[config.mk]
export PLATFORM = sky130hd
export DESIGN_NAME = ring_monitor
export DESIGN_NICKNAME = d
export VERILOG_FILES = /design/src/rtl/ring_monitor.sv
export SDC_FILE = /design/constraint.sdc
export NUM_CORES = 1
export LEC_CHECK = 0
export BUFFER_PORTS_ARGS = -buffer_cell sky130_fd_sc_hd__buf_4
export CORE_MARGIN = 2
export CORE_UTILIZATION = 45
export DETAILED_ROUTE_END_ITERATION = 6
export GPL_ROUTABILITY_DRIVEN = 1
export PLACE_DENSITY = 0.72
export SYNTH_ARGS = -nofsm -noshare
export SYNTH_HDL_FRONTEND = slang
export SYNTH_SLANG_ARGS = --single-unit
[constraint.sdc]
create_clock -name clk -period 2.31 [get_ports clk]
set_clock_uncertainty 0.05 [all_clocks]
set_input_delay 0.3465 -clock clk [delete_from_list [all_inputs] [get_ports clk]]
set_output_delay 0.3465 -clock clk [all_outputs]
set_load 0.005 [all_outputs]
[src/rtl/ring_monitor.sv]
// rtl/ring_monitor.sv - lock/health checker for a 4-bit one-hot ring counter
//
// Samples the ring counter output every clock. After one legal code and then
// LOCK_CNT in-sequence codes it declares lock. It reports the phase index,
// counts revolutions while locked and raises a sticky error with the cause of
// the first fault.
//
// Parameters:
//   LOCK_CNT  in-sequence samples after the first legal one needed to lock (1..15)
//   REV_W     width of the revolution counter
//   DIR       0: rotation toward MSB, 1: rotation toward LSB
// Ports:
//   clk        system clock, rising edge
//   rst        asynchronous active-low reset
//   q          ring counter output
//   clr        synchronous clear of err, err_code and rev_count
//   locked     high while in LOCKED
//   idx        bit position of the last legal sample
//   rev_count  revolutions seen while locked (wraps)
//   err        sticky fault flag
//   err_code   first-fault cause: 00 none, 01 illegal code, 10 sequence error

module ring_monitor #(
    parameter int LOCK_CNT = 4,
    parameter int REV_W    = 8,
    parameter int DIR      = 0
) (
    input  logic             clk,
    input  logic             rst,
    input  logic [3:0]       q,
    input  logic             clr,
    output logic             locked,
    output logic [1:0]       idx,
    output logic [REV_W-1:0] rev_count,
    output logic             err,
    output logic [1:0]       err_code
);

    typedef enum logic [1:0] {
        S_IDLE   = 2'd0,
        S_ACQ    = 2'd1,
        S_LOCKED = 2'd2,
        S_FAULT  = 2'd3
    } state_t;

    localparam logic [3:0] LOCK_TARGET = 4'(LOCK_CNT);

    state_t           state_q, state_d;
    logic [3:0]       streak_q, streak_d;
    logic [3:0]       prev_q;
    logic             locked_q, locked_d;
    logic [1:0]       idx_q, idx_d;
    logic [REV_W-1:0] rev_q, rev_d;
    logic             err_q, err_d;
    logic [1:0]       code_q, code_d;

    logic       legal;
    logic       seq_ok;
    logic [3:0] rot_prev;
    logic [3:0] streak_inc;
    logic       fault;
    logic       rev_inc;
    logic [1:0] cause;

    // Exactly one bit set: non-zero and clearing the lowest set bit leaves zero.
    assign legal      = (q != 4'b0000) && ((q & (q - 4'd1)) == 4'b0000);
    assign rot_prev   = (DIR == 0) ? {prev_q[2:0], prev_q[3]} : {prev_q[0], prev_q[3:1]};
    assign seq_ok     = legal && (q == rot_prev);
    assign streak_inc = streak_q + 4'd1;
    assign cause      = legal ? 2'b10 : 2'b01;
    // Based on the pre-edge state, so the edge that enters LOCKED never counts.
    assign rev_inc    = (state_q == S_LOCKED) && seq_ok && (q == 4'b0001);

    always_comb begin
        state_d  = state_q;
        streak_d = streak_q;
        fault    = 1'b0;
        case (state_q)
            S_IDLE: begin
                if (legal) begin
                    state_d  = S_ACQ;
                    streak_d = 4'd0;
                end
            end
            S_ACQ: begin
                if (seq_ok) begin
                    streak_d = streak_inc;
                    if (streak_inc == LOCK_TARGET) begin
                        state_d = S_LOCKED;
                    end
                end else if (legal) begin
                    streak_d = 4'd0;
                end else begin
                    state_d = S_IDLE;
                end
            end
            S_LOCKED: begin
                if (!seq_ok) begin
                    state_d = S_FAULT;
                    fault   = 1'b1;
                end
            end
            S_FAULT: begin
                state_d = S_IDLE;
            end
            default: begin
                state_d = S_IDLE;
            end
        endcase
    end

    always_comb begin
        locked_d = (state_d == S_LOCKED);

        idx_d = idx_q;
        case (q)
            4'b0001: idx_d = 2'd0;
            4'b0010: idx_d = 2'd1;
            4'b0100: idx_d = 2'd2;
            4'b1000: idx_d = 2'd3;
            default: idx_d = idx_q;
        endcase

        // A fault on the clearing edge wins; otherwise only the first cause is kept.
        err_d  = err_q;
        code_d = code_q;
        if (fault) begin
            err_d  = 1'b1;
            code_d = (err_q && !clr) ? code_q : cause;
        end else if (clr) begin
            err_d  = 1'b0;
            code_d = 2'b00;
        end

        rev_d = rev_q;
        if (clr) begin
            rev_d = '0;
        end else if (rev_inc) begin
            rev_d = rev_q + REV_W'(1);
        end
    end

    always_ff @(posedge clk or negedge rst) begin
        if (!rst) begin
            state_q  <= S_IDLE;
            streak_q <= 4'd0;
            prev_q   <= 4'b0000;
            locked_q <= 1'b0;
            idx_q    <= 2'd0;
            rev_q    <= '0;
            err_q    <= 1'b0;
            code_q   <= 2'b00;
        end else begin
            state_q  <= state_d;
            streak_q <= streak_d;
            prev_q   <= q;
            locked_q <= locked_d;
            idx_q    <= idx_d;
            rev_q    <= rev_d;
            err_q    <= err_d;
            code_q   <= code_d;
        end
    end

    assign locked    = locked_q;
    assign idx       = idx_q;
    assign rev_count = rev_q;
    assign err       = err_q;
    assign err_code  = code_q;

endmodule
==> flow_summary.yaml <==
status:
  status: "finished clean"
routing:
  ant_nets: 0
  wl_per_cell_um: 13.6
  first_pass_iters: 6
  routed_wl_mm: 2.51
  drt_iter0_markers: 23
  drc: 0
  vias: 1047
  viasPerCell: 5.69
layout:
  fin_util: 0.524
  nNetsFinal: 161
  antenna_cells: 0
  drive_above_1_share: 0.265
  final_cells: 184
  syn_to_final_growth_pct: 13.0
  layout_commonest_cell: "dfrtp_1"
  fillerInstances: 280
  layout_common_cells: "24 x dfrtp_1, 21 x buf_4, 16 x nor2_1"
  design_area_um2: 1560
  multi_input_area_um2: 694
  seqCellArea_um2: 601
sta:
  hold_viol: 0
  grt_setup_unrepaired: "false"
  relSlewSlack: 0.763
  finalSetupTns_ns: 0
  max_freq_ghz: 0.554
  slew_violations: 0
  fin_crit_sh: 0.782
  tightest_slew_ns: 0.353
  setup_viol: 0
  min_period_ns: 1.81
worst_setup_path:
  cp-end-kind: "register"
  r2r-start: "prev_q[1]"
  slowest_stage: "dfrtp_1"
  path_delay_family: "simple AND/OR/NAND/NOR gates"
  r2r_cells: 4
  cp_num_buf_inv: 0
  worstPathCellList: "xnor2_2 -> nand4_4 -> nor4_1 -> mux2_2"
  r2r_slack_ns: 0.50
  r2r_end: "rev_count[4]"
  crit_path_start_kind: "register"
  required_ns: 2.48
  cp_max_fo: 16
  criticalPathCategory: "register to register"
  arrival_ns: 1.98
  slowest_delay_ns: 0.42
flow_run:
  maxCapViolCount: 0
logic_synthesis:
  async_flop_share: 1.00
  synth_top_area_frac: 0.435
  netlist_instances: 132
  syn_avg_cell_area_um2: 10.5
  synth_edf_count: 0
  synthTopCellsByArea: "dfrtp_1 44%, nor2_1 4.4%, xnor2_2 3.5%"
  synth_nets: 141
  seq_area_frac_synth: 0.435
  ys_seq_elements: 24
  synth_warnings: 0
  yosysTopAreaCell: "dfrtp_1"
  synthFlopType: "dfrtp_1"
  synthesis.area_um2: 1380
  synth.distinct_cells: 41
clock_tree:
  cts_htree_levels: 1
  ctsHoldBuffers: 1
  path_clk_slew_ns: 0.13
  cts_buffers: 3
  cts_tree: "done"
  clk_latency_ns: 0.32
  clock_path_buffers: 2
  cts_root_buffer: "clkbuf_4"
  postCtsResizedCells: 0
  cts_setup_buffers: 0
  clock_sinks: 24
placed_design:
  numPortBuffers: 20
  hpwlAfterDp_mm: 1.86
  place_inst: 179
  gp_congestion: 0.783
  place_area_um2: 1510
global_route:
  grt_pass1_vias: 957
  grt_pass1_wl_mm: 4.30
  grtUsageTotal: 0.161
  grt_max_degree: 25
  overflow: 0
  grt_antenna_before_repair: 0
floorplan:
  dieArea_um2: 3530
  die_h_um: 59.4
  rows: 20
  die_x_um: 59.4
  start_util: 0.463
  io-pin-count: 21
  core_um2: 2980
pwr:
  p_leak_uw: 0.000697
  ir_drop_mv: 0.227
  power_density_nw_per_um2: 492
worst_hold_path:
  hold_start: "q[0]"
  hold_path_depth: 1
  holdPathEnd: "prev_q[0]"
  holdCritPathClass: "input port to register"
per-stage QoR:
| step | power, µW | setup slack (ns) | hold slack [ns] |
|---|---|---|---|
| finish | 767 | 0.503 | 0.174 |
| global route | 808 | 0.356 | 0.149 |
| CTS | 773 | 0.470 | 0.173 |
| detailed placement | 551 | 0.319 | 0.216 |
| global placement | 547 | 0.378 | 0.210 |
| floorplan | 522 | 0.567 | 0.000909 |
kinds of logic (layout without fill, tap and decap cells):
family	count (synthesis)	in the layout	share of synthesized area
adder cells (fa/ha/maj)	2	2	0.0181
AO/OA/AOI/OAI	33	33	0.157
AND/OR/NAND/NOR	52	52	0.234
multiplexers	4	4	0.0326
buffers and inverters	12	31	0.0616
flip-flops	24	24	0.435
XOR/XNOR	5	5	0.0617
cells in the mapped netlist, drive strengths merged, types with 3 or more instances:
library cell,number
nand3,4
nor2,16
nor4b,4
o21ai,9
dfrtp,24
nand2,4
buf,6
nor3,3
nor4,3
xnor2,4
nand2b,4
nor2b,4
inv,5
a21oi,8
o31ai,6
mux2,4
routing by layer:
| metal | part of all wire | vias up | track usage | wire length [µm] |
|---|---|---|---|---|
| met5 | 0 | - | 0 | 0 |
| met4 | 0.0064 | 0 | 0.0682 | 16 |
| met3 | 0.047 | 2 | 0.0284 | 119 |
| met2 | 0.49 | 25 | 0.261 | 1220 |
| met1 | 0.46 | 502 | 0.213 | 1150 |
| li1 | - | 518 | - | - |
area by class of cell:
type | instances | share of cell area
Multi-Input combinational cell | 96 | 0.445
Sequential cell | 24 | 0.385
Timing Repair Buffer | 22 | 0.108
Tap cell | 33 | 0.0265
Clock buffer | 4 | 0.0233
Inverter | 5 | 0.0120
flip-flops by register name, summed over array words and instances (netlist names):
signal	cells
err	1
err_code	2
idx	2
locked	1
prev_q	4
rev_count	8
state_q	2
streak_q	4
power breakdown:
group | switching [µW] | internal [µW]
Sequential | 9.96 | 430
Clock | 128 | 96.4
Combinational | 58.0 | 45.1
Total | 196 | 572
worst max path at each step:
stage,startpoint,end,slack [ns],cells past startpoint
floorplan,q[2],rev_count[5],0.57,5
global placement,q[3],rev_count[4],0.38,5
detailed placement,q[2],rev_count[4],0.32,5
CTS,prev_q[1],rev_count[4],0.47,4
global route,state_q[1],rev_count[6],0.36,4
finish,prev_q[1],rev_count[4],0.50,4
No activity file was read; power rests on OpenSTA's default activity.
